**src/rtl/if_fetch.sv**
```systemverilog
// Fetch stage / PC generator: drives the instruction SRAM and the {ce, pc} bundle to decode.
// Optional fetched-instruction counter enabled by defining IF_FETCH_CNT_EN.
module if_fetch #(
    parameter logic [31:0] RESET_PC    = 32'hBFC0_0000,
    parameter int          IF_TO_ID_WD = 33,
    parameter int          BR_WD       = 33,
    parameter int          STALL_WD    = 6
) (
    input  logic                   clk,
    input  logic                   rst,
    input  logic [STALL_WD-1:0]    stall,
    input  logic [BR_WD-1:0]       br_bus,
    output logic [IF_TO_ID_WD-1:0] if_to_id_bus,
    output logic                   inst_sram_en,
    output logic [3:0]             inst_sram_wen,
    output logic [31:0]            inst_sram_addr,
    output logic [31:0]            inst_sram_wdata,
    output logic [31:0]            fetch_cnt
);

    typedef enum logic [1:0] {
        S_BOOT,
        S_RUN,
        S_HOLD,
        S_HOLD_BR
    } state_t;

    state_t      state, state_n;
    logic [31:0] pc_reg, pc_n;
    logic [31:0] pend_addr, pend_n;
    logic        ce_reg, ce_n;
    logic [31:0] next_pc;
    logic        fire;
    logic        br_e;
    logic [31:0] br_addr;
    logic        stop;

    assign br_e    = br_bus[32];
    assign br_addr = br_bus[31:0];
    assign stop    = stall[0];

    always_comb begin
        next_pc = pc_reg + 32'd4;
        if (state == S_HOLD_BR) begin
            next_pc = pend_addr;
        end else if (br_e) begin
            next_pc = br_addr;
        end
    end

    always_comb begin
        state_n = state;
        pc_n    = pc_reg;
        ce_n    = ce_reg;
        pend_n  = pend_addr;
        fire    = 1'b0;
        if (!stop) begin
            // any state leaves for RUN and fetches next_pc when the stall clears
            pc_n    = next_pc;
            ce_n    = 1'b1;
            fire    = 1'b1;
            state_n = S_RUN;
        end else begin
            unique case (state)
                S_BOOT: state_n = S_BOOT;
                S_RUN, S_HOLD, S_HOLD_BR: begin
                    if (br_e) begin
                        pend_n  = br_addr;
                        state_n = S_HOLD_BR;
                    end else if (state != S_HOLD_BR) begin
                        state_n = S_HOLD;
                    end
                end
                default: state_n = S_BOOT;
            endcase
        end
    end

    always_ff @(posedge clk or negedge rst) begin
        if (!rst) begin
            state     <= S_BOOT;
            pc_reg    <= RESET_PC - 32'd4;
            ce_reg    <= 1'b0;
            pend_addr <= 32'h0;
        end else begin
            state     <= state_n;
            pc_reg    <= pc_n;
            ce_reg    <= ce_n;
            pend_addr <= pend_n;
        end
    end

`ifdef IF_FETCH_CNT_EN
    logic [31:0] cnt;

    always_ff @(posedge clk or negedge rst) begin
        if (!rst) begin
            cnt <= 32'h0;
        end else if (fire) begin
            cnt <= cnt + 32'd1;
        end
    end

    assign fetch_cnt = cnt;
    logic unused_sink;
    assign unused_sink = ^stall[STALL_WD-1:1];
`else
    assign fetch_cnt = 32'h0;
    logic unused_sink;
    assign unused_sink = ^{stall[STALL_WD-1:1], fire};
`endif

    assign if_to_id_bus    = {ce_reg, pc_reg};
    assign inst_sram_en    = ce_reg;
    assign inst_sram_wen   = 4'b0000;
    assign inst_sram_addr  = pc_reg;
    assign inst_sram_wdata = 32'h0;

endmodule
```
**config.mk**
```make
export PLATFORM = sky130hd
export DESIGN_NAME = if_fetch
export DESIGN_NICKNAME = d
export VERILOG_FILES = /design/src/rtl/if_fetch.sv
export SDC_FILE = /design/constraint.sdc
export NUM_CORES = 1
export LEC_CHECK = 0
export BUFFER_PORTS_ARGS = -buffer_cell sky130_fd_sc_hd__buf_2
export CAP_MARGIN = 40
export CORE_MARGIN = 4
export CORE_UTILIZATION = 45
export CTS_CLUSTER_DIAMETER = 50
export CTS_CLUSTER_SIZE = 10
export DETAILED_ROUTE_END_ITERATION = 16
export PLACE_DENSITY_LB_ADDON = 0.08
export SLEW_MARGIN = 20
export SYNTH_ARGS = -nofsm -noshare
export SYNTH_HDL_FRONTEND = slang
export SYNTH_SLANG_ARGS = --single-unit
```
**constraint.sdc**
```tcl
create_clock -name clk -period 2.2 [get_ports clk]
set_input_delay 0.22 -clock clk [delete_from_list [all_inputs] [get_ports clk]]
set_output_delay 0.22 -clock clk [all_outputs]
set_load 0.005 [all_outputs]
```
==> results of run 1 <==
cell type report:
cell class                      count  area (sq um)
Tap cell                          133           166
Fill cell                         957          4670
Timing Repair Buffer              140           813
Sequential cell                    67          1710
Clock inverter                      3          40.0
Inverter                            5          18.8
Multi-Input combinational cell    369          2210
Clock buffer                       13           149
power by group through the flow:
stage	logic, mW	clock network, mW	registers, mW
2_1_floorplan	0.761	0	1.76
3_3_place_gp	1.07	0	1.74
5_1_grt	1.22	1.10	1.78
3_5_place_dp	1.08	0	1.76
6_report	1.08	1.02	1.74
4_1_cts	1.09	1.05	1.74
critical path, delay by kind of cell, from the launching register on:
kind            cells  cell delay (ns)
compound gates      1             0.27
simple gates        3             0.96
flops               1             0.56
fa+ha+maj           1             0.15
mux                 1             0.14
sequential cells by signal, indices dropped and copies added, names as in the netlist:
register	cells
inst_sram_addr	32
pend_addr	32
state	2
inst_sram_en	1
cell usage after synthesis (6+ instances only):
cell / instances / area, sq um
buf_4: 101 / 758
nand4_1: 8 / 50.1
mux2_2: 32 / 360
nand2_1: 46 / 173
xnor2_1: 8 / 70.1
dfstp_2: 28 / 736
xor2_1: 7 / 61.3
a21oi_1: 33 / 165
nor2_1: 21 / 78.8
o21ai_0: 35 / 175
buf_1: 6 / 22.5
a31oi_1: 8 / 50.1
nor3_1: 7 / 35.0
and3_1: 6 / 37.5
dfrtp_1: 39 / 976
nand3_1: 29 / 145
clkbuf_1: 19 / 71.3
metrics by stage:
stage / std cells / util / cell area, sq um / setup slack, ns / TNS (ns)
after detailed placement: 713 / 0.500 / 4890 / 0.0199 / 0
after floorplan: 567 / - / 4770 / 0.0717 / 0
after CTS: 730 / 0.521 / 5090 / 0.0129 / 0
final: 730 / 0.523 / 5110 / 0.0537 / 0
after global placement: 713 / 0.500 / 4890 / 0.0439 / 0
after global routing: 730 / 0.523 / 5110 / -0.00722 / -0.00722
what timing repair did:
| item | in CTS | in global routing |
|---|---|---|
| hold endpoints to repair | 14 | 0 |
| setup endpoints to repair | 0 | 2 |
| gates resized for setup | 0 | 3 |
| hold buffers | 1 | 0 |
metal layers:
metal / wire, um / global-route usage
met5: 0 / 0
met4: 165 / 0.0640
met3: 726 / 0.0304
met2: 5370 / 0.313
met1: 5400 / 0.282
path summary, 6_finish.rpt:
check                                      to  slack (ns)  cells after the start
min in group asynchronous       pend_addr[31]        0.39                      2
max in group asynchronous  inst_sram_addr[20]        1.10                      3
max                        inst_sram_addr[28]        0.05                      6
max reg2reg                inst_sram_addr[28]        0.05                      6
min reg2reg                      inst_sram_en        0.50                      1
min                             pend_addr[16]        0.13                      2
kinds of logic after synthesis:
kind of cell,synth area share
simple gates,0.157
buf+inv,0.193
compound gates,0.145
flops,0.380
mux,0.0912
xor+xnor,0.0292
fa+ha+maj,0.00278
other cells,0.000833
==> impl_metrics.env, run 1 <==
export IMPL_reg2reg_from="inst_sram_addr[3]"
export IMPL_post_cts_buffers=0
export IMPL_dp_hpwl_mm=8.50
export IMPL_arrival_ns=2.42
export IMPL_power_switching_mw=1.23
export IMPL_max_cap_viol_count=0
export IMPL_drt_iter0_markers=181
export IMPL_seqPwrFrac=0.453
export IMPL_path_max_fanout=4
export IMPL_dieHeight_um=108
export IMPL_initial_core_util=0.461
export IMPL_vias=3763
export IMPL_synth_seq_cells=67
export IMPL_switching_share=0.321
export IMPL_path_class="flip-flop to flip-flop"
export IMPL_synth_area_per_cell_sq_um=9.00
export IMPL_min_period_ns=2.15
export IMPL_overflow=0
export IMPL_clockPowerShare=0.266
export IMPL_grt_pass1_vias=3540
export IMPL_cp_slowest_cell="dfstp_2"
export IMPL_cp_required_ns=2.47
export IMPL_ant_nets=0
export IMPL_yosysWarnings=0
export IMPL_row_count=36
export IMPL_io_pin_count=175
export IMPL_antenna_found_initial=0
export IMPL_layout_common_cells="buf_2 (101), conb_1 (68), nand2_1 (46)"
export IMPL_max_slew_margin=0.643
export IMPL_portBuffers=101
export IMPL_finalHoldViolCount=0
export IMPL_synth_edff_count=0
export IMPL_routed_via_density=5.15
export IMPL_dr_pass1_iters=4
export IMPL_grt_pass1_wl_mm=18.2
export IMPL_tightest_slew_ns=0.536
export IMPL_clk_pin_slew_ns=0.07
export IMPL_final_common_cell="buf_2"
export IMPL_min_from="br_bus[16]"
export IMPL_insertion_delay_ns=0.34
export IMPL_p_leak_nw=2.34
export IMPL_power_density_nw_per_um2=753
export IMPL_cts_sinks=67
export IMPL_antennaDiodeCount=0
export IMPL_h_tree_depth=3
export IMPL_setup_viol=0
export IMPL_drc=0
export IMPL_worst_setup_path_start_kind="flip-flop"
export IMPL_max_stage_delay_ns=0.56
export IMPL_finalWirelength_mm=11.7
export IMPL_worstSetupStartpoint="inst_sram_addr[3]"
export IMPL_synthCells=500
export IMPL_syn_area_sq_um=4500
export IMPL_crit_top_cell="or4_4"
export IMPL_finalPower_mw=3.84
export IMPL_fin_nets=634
export IMPL_status="finished clean"
export IMPL_period_share=0.976
export IMPL_fmax_mhz=466
export IMPL_coreArea_sq_um=9770
export IMPL_routedWlPerCell_um=16.0
export IMPL_cts_max_path_buffers=2
export IMPL_die_w_um=108
export IMPL_peakVddDrop_mv=0.355
export IMPL_finalMaxSlewViolations=0
export IMPL_ys_flop_type="dfrtp_1"
export IMPL_holdWs_ns=0.126
export IMPL_async_flop_share=1.00
export IMPL_cts_buffers_inserted=9
export IMPL_drive_gt1_frac=0.377
export IMPL_worstHoldPathType="primary input to flip-flop"
export IMPL_gp_congestion=0.858
export IMPL_grt_max_degree=52
export IMPL_synth_cell_types=49
export IMPL_combPwrFrac=0.281
export IMPL_cts_tree="done"
export IMPL_rsz0062_at_grt="true"
export IMPL_skew_ns=0.0137
export IMPL_grtUsageTotal=0.199
export IMPL_p_int_mw=2.61
export IMPL_syn2layout_area_growth_pct=13.5
export IMPL_crit_chain="ha_4, nand3_4, or4_4, or4_4, mux2i_1, a211o_1"
export IMPL_die_area_sq_um=11700
export IMPL_yosysSeqAreaShare=0.380
export IMPL_cts_root_buf="clkbuf_8"
export IMPL_critPathCaptureType="flip-flop"
(Power assumes the default switching activity.)
==> inputs of run 2 (changes only) <==
- SETUP_SLACK_MARGIN: not set -> 0.3
==> run 2 against run 1 <==
  * Critical path depth unchanged
  * Clock power up 14%
  * Non-clock buffer count up 1
  * Total power up 3.5%
  * Cell count up 0.14%
  * Flip-flop and latch count unchanged
  * Routed wire length down 1.1%
  * Via count down 1.6%
  * Sequential power about the same
==> impl_metrics.env, run 2 (synthesis gave the netlist of run 1 again) <==
export IMPL_die_area_sq_um=11700
export IMPL_h_tree_depth=3
export IMPL_gp_congestion=0.857
export IMPL_max_slew_margin=0.643
export IMPL_layout_common_cells="buf_2 (101), conb_1 (68), nand2_1 (44)"
export IMPL_row_count=36
export IMPL_overflow=0
export IMPL_final_common_cell="buf_2"
export IMPL_finalMaxSlewViolations=0
export IMPL_cts_buffers_inserted=9
export IMPL_grt_pass1_wl_mm=18.1
export IMPL_cts_tree="done"
export IMPL_switching_share=0.317
export IMPL_insertion_delay_ns=0.35
export IMPL_ant_nets=0
export IMPL_crit_chain="ha_4, nand3_4, or4_4, or4_4, mux2i_1, a211o_1"
export IMPL_coreArea_sq_um=9770
export IMPL_path_max_fanout=3
export IMPL_clk_pin_slew_ns=0.08
export IMPL_antennaDiodeCount=0
export IMPL_arrival_ns=2.37
export IMPL_dp_hpwl_mm=8.23
export IMPL_skew_ns=0.0117
export IMPL_path_buf_inv=0
export IMPL_drive_gt1_frac=0.396
export IMPL_io_pin_count=175
export IMPL_finalHoldViolCount=0
export IMPL_clockPowerShare=0.291
export IMPL_period_share=0.949
export IMPL_path_class="flip-flop to flip-flop"
export IMPL_rsz0062_at_grt="true"
export IMPL_max_stage_delay_ns=0.56
export IMPL_finalWirelength_mm=11.5
export IMPL_status="finished clean"
export IMPL_syn2layout_area_growth_pct=16.0
export IMPL_p_leak_nw=2.39
export IMPL_grtUsageTotal=0.197
export IMPL_grt_pass1_vias=3428
export IMPL_cts_root_buf="clkbuf_8"
export IMPL_routedWlPerCell_um=15.8
export IMPL_peakVddDrop_mv=0.398
export IMPL_die_w_um=108
export IMPL_antenna_found_initial=0
export IMPL_fin_nets=635
export IMPL_worst_setup_path_start_kind="flip-flop"
export IMPL_fmax_mhz=479
export IMPL_min_period_ns=2.09
export IMPL_cp_slowest_cell="dfstp_2"
export IMPL_utilization=0.534
export IMPL_p_int_mw=2.72
export IMPL_dieHeight_um=108
export IMPL_finalPower_mw=3.98
export IMPL_routed_via_density=5.07
export IMPL_cts_max_path_buffers=2
export IMPL_portBuffers=101
export IMPL_max_cap_viol_count=0
export IMPL_crit_top_cell="or4_4"
export IMPL_cts_sinks=67
export IMPL_dr_pass1_iters=4
export IMPL_critPathCaptureType="flip-flop"
export IMPL_setup_viol=0
export IMPL_fin_tns_setup_ns=0
export IMPL_cp_required_ns=2.48
export IMPL_drt_iter0_markers=161
export IMPL_combPwrFrac=0.267
export IMPL_vias=3704
export IMPL_power_switching_mw=1.26
export IMPL_seqPwrFrac=0.442
export IMPL_initial_core_util=0.461
export IMPL_worstHoldPathType="primary input to flip-flop"
export IMPL_grt_max_degree=49
export IMPL_drc=0
export IMPL_power_density_nw_per_um2=762
export IMPL_cp_top_family="simple AND/OR/NAND/NOR gates"
export IMPL_tightest_slew_ns=0.536
==> run 2: changes by cell type in the layout (fill, tap and decap cells not counted), sizes merged <==
cell | previous run | this run
buf | 139 | 140
bufinv | 1 | 2
clkbuf | 13 | 11
clkinvlp | 0 | 1
==> run 2: metrics by stage <==
| step | instances | area (sq um) | hold WS [ns] | setup WS [ns] |
|---|---|---|---|---|
| CTS | 727 | 5130 | 0.0991 | 0.0909 |
| detailed placement | 709 | 4870 | 0.234 | 0.0465 |
| floorplan | 567 | 4780 | -0.0756 | 0.122 |
| global placement | 709 | 4870 | 0.220 | 0.0691 |
| global route | 731 | 5220 | 0.106 | 0.0715 |
| finish | 731 | 5220 | 0.118 | 0.112 |
==> run 2: power by group through the flow <==
stage	Combinational [mW]	Sequential [mW]	Clock, mW
after CTS	1.06	1.76	1.19
final	1.06	1.76	1.16
after floorplan	0.762	1.76	0
after global routing	1.19	1.80	1.25
after detailed placement	1.05	1.78	0
after global placement	1.04	1.76	0
==> run 2: path summary, 6_finish.rpt <==
kind	startpoint	endpoint	slack [ns]	cells past startpoint
max	inst_sram_addr[2]	inst_sram_addr[28]	0.11	6
min	br_bus[0]	pend_addr[0]	0.12	2
max reg2reg	inst_sram_addr[2]	inst_sram_addr[28]	0.11	6
min reg2reg	pend_addr[6]	pend_addr[6]	0.50	1
max in group asynchronous	rst	inst_sram_addr[6]	1.11	3
min in group asynchronous	rst	inst_sram_addr[1]	0.38	2
==> run 2: final cells by class <==
type	instances	area [sq um]
tap	133	166
inverter	5	18.8
timing repair buffer	141	832
clock inverter	5	77.6
clock buffer	11	141
multi-input combinational	369	2270
fill	936	4550
sequential	67	1710
==> run 2: repair_timing <==
action                                  CTS  global route
endpoints found under the hold margin    14             0
cloned                                    0             0
resized for setup                         5            17
pin swaps                                 0             3
hold buffers                              1             0
buffers inserted                          1             4
endpoints found under the setup margin    8            15
==> run 2: metal layers <==
metal	track usage	share of wire	up-vias
met5	0	0	-
met4	0.0685	0.016	0
met3	0.0364	0.077	15
met2	0.299	0.45	149
met1	0.283	0.46	1762
li1	-	-	1778
==> inputs of run 3 (changes only) <==
- CORE_ASPECT_RATIO: not set -> 1.2
==> run 3 against run 2 <==
  * Critical path type unchanged
  * Worst hold slack gained 0.012 ns
  * Clock skew down 0.0058 ns
  * Clock power is 45% higher
  * First-iteration DRC count increased by 11%
  * Design area is 2.4% higher
  * Maximum frequency down 0.15%
  * Flip-flop and latch count unchanged
  * Global-route usage increased by 0.36 points
  * Worst setup slack got worse by 0.0032 ns
  * Die area is essentially flat
==> impl_metrics.env, run 3 (synthesis gave the netlist of run 1 again) <==
export IMPL_fin_tns_setup_ns=0
export IMPL_crit_top_cell="or4_4"
export IMPL_cp_required_ns=2.47
export IMPL_io_pin_count=175
export IMPL_routedWlPerCell_um=16.0
export IMPL_drt_iter0_markers=179
export IMPL_dp_hpwl_mm=8.20
export IMPL_syn2layout_area_growth_pct=18.8
export IMPL_max_stage_delay_ns=0.55
export IMPL_finalWirelength_mm=11.6
export IMPL_cts_sinks=67
export IMPL_ant_nets=0
export IMPL_row_count=39
export IMPL_die_area_sq_um=11700
export IMPL_layout_common_cells="buf_2 (101), conb_1 (68), nand2_1 (46)"
export IMPL_dr_pass1_iters=4
export IMPL_portBuffers=101
export IMPL_seqPwrFrac=0.389
export IMPL_overflow=0
export IMPL_coreArea_sq_um=9660
export IMPL_fin_nets=638
export IMPL_cts_buffers_inserted=9
export IMPL_initial_core_util=0.466
export IMPL_grt_pass1_wl_mm=18.9
export IMPL_placed_area_sq_um=4850
export IMPL_clk_pin_slew_ns=0.06
export IMPL_worstHoldPathType="primary input to flip-flop"
export IMPL_switching_share=0.291
export IMPL_path_class="flip-flop to flip-flop"
export IMPL_grt_pass1_vias=3603
export IMPL_power_density_nw_per_um2=842
export IMPL_finalMaxSlewViolations=0
export IMPL_cts_root_buf="clkbuf_16"
export IMPL_power_switching_mw=1.31
export IMPL_die_w_um=99.3
export IMPL_routed_via_density=5.17
export IMPL_antennaDiodeCount=0
export IMPL_period_share=0.951
export IMPL_rsz0062_at_grt="true"
export IMPL_critPathCaptureType="flip-flop"
export IMPL_p_int_mw=3.19
export IMPL_cts_tree="done"
export IMPL_insertion_delay_ns=0.34
export IMPL_vias=3745
export IMPL_worst_setup_path_start_kind="flip-flop"
export IMPL_final_common_cell="buf_2"
export IMPL_cp_slowest_cell="dfstp_2"
export IMPL_grt_max_degree=68
export IMPL_min_period_ns=2.09
export IMPL_cts_max_path_buffers=2
export IMPL_finalHoldViolCount=0
export IMPL_skew_ns=0.00595
export IMPL_peakVddDrop_mv=0.540
export IMPL_grtUsageTotal=0.201
export IMPL_gp_congestion=0.821
export IMPL_combPwrFrac=0.238
export IMPL_status="finished clean"
export IMPL_drc=0
export IMPL_dieHeight_um=118
export IMPL_path_max_fanout=3
export IMPL_h_tree_depth=3
export IMPL_crit_chain="ha_4, nand3_4, or4_4, or4_4, mux2i_1, a211o_1"
export IMPL_p_leak_nw=2.46
export IMPL_max_cap_viol_count=0
export IMPL_finalPower_mw=4.50
export IMPL_fmax_mhz=478
export IMPL_drive_gt1_frac=0.399
export IMPL_arrival_ns=2.36
export IMPL_final_cell_area_sq_um=5350
export IMPL_clockPowerShare=0.374
export IMPL_antenna_found_initial=0
export IMPL_setup_viol=0
==> run 3: cell types whose count changed in the layout (fill, tap and decap cells not counted), moves of 2 or more <==
cell / delta
nand2_1: +2
nor2_2: +2
nand2_2: -2
buf_4: +4
clkbuf_16: +9
clkbuf_8: -9
==> run 3: final timing paths <==
path / startpoint / slack [ns] / cells after the start / to
worst max-delay path: inst_sram_addr[3] / 0.11 / 6 / inst_sram_addr[28]
worst min-delay path: br_bus[11] / 0.13 / 2 / pend_addr[11]
worst max register to register: inst_sram_addr[3] / 0.11 / 6 / inst_sram_addr[28]
worst min register to register: inst_sram_en / 0.49 / 1 / inst_sram_en
max in group asynchronous: rst / 1.43 / 3 / inst_sram_addr[25]
min in group asynchronous: rst / 0.43 / 3 / pend_addr[6]
==> run 3: layout make-up <==
class                      count  area, sq um
fill                         884         4320
multi-input combinational    369         2270
sequential                    67         1710
timing repair buffer         144          851
clock buffer                  11          243
tap                          123          154
clock inverter                 5          100
inverter                       5         18.8
==> run 3: power by group through the flow <==
stage / Combinational [mW] / Clock (mW) / Sequential (mW)
after detailed placement: 1.05 / 0 / 1.77
after global placement: 1.04 / 0 / 1.75
after CTS: 1.07 / 1.72 / 1.75
after global routing: 1.20 / 1.77 / 1.79
final: 1.07 / 1.68 / 1.75
after floorplan: 0.762 / 0 / 1.76
==> run 3: critical path, delay by kind of cell (launching register included) <==
family,cells,cell delay [ns]
compound gates,1,0.22
fa+ha+maj,1,0.15
flops,1,0.55
mux,1,0.13
simple gates,3,0.96
==> run 3: timing repair <==
item,in CTS,in global routing
setup buffers,2,6
resized for setup,7,13
pin swaps,0,5
setup endpoints to repair,9,19
hold buffers,1,0
endpoints found under the hold margin,39,0
==> run 3: per-layer routing <==
layer  wire length (um)  GRT usage
met1               5110      0.272
met2               5510      0.319
met3                787     0.0373
met4                170     0.0709
met5                  0          0
==> run 3: stage by stage <==
stage / worst slack, ns / std cells / hold WS (ns) / util
3_5_place_dp: 0.0750 / 699 / 0.276 / 0.502
4_1_cts: 0.0953 / 718 / 0.119 / 0.544
2_1_floorplan: 0.122 / 567 / -0.0756 / -
6_report: 0.109 / 724 / 0.130 / 0.553
5_1_grt: 0.0496 / 724 / 0.126 / 0.553
3_3_place_gp: 0.0856 / 699 / 0.273 / 0.502
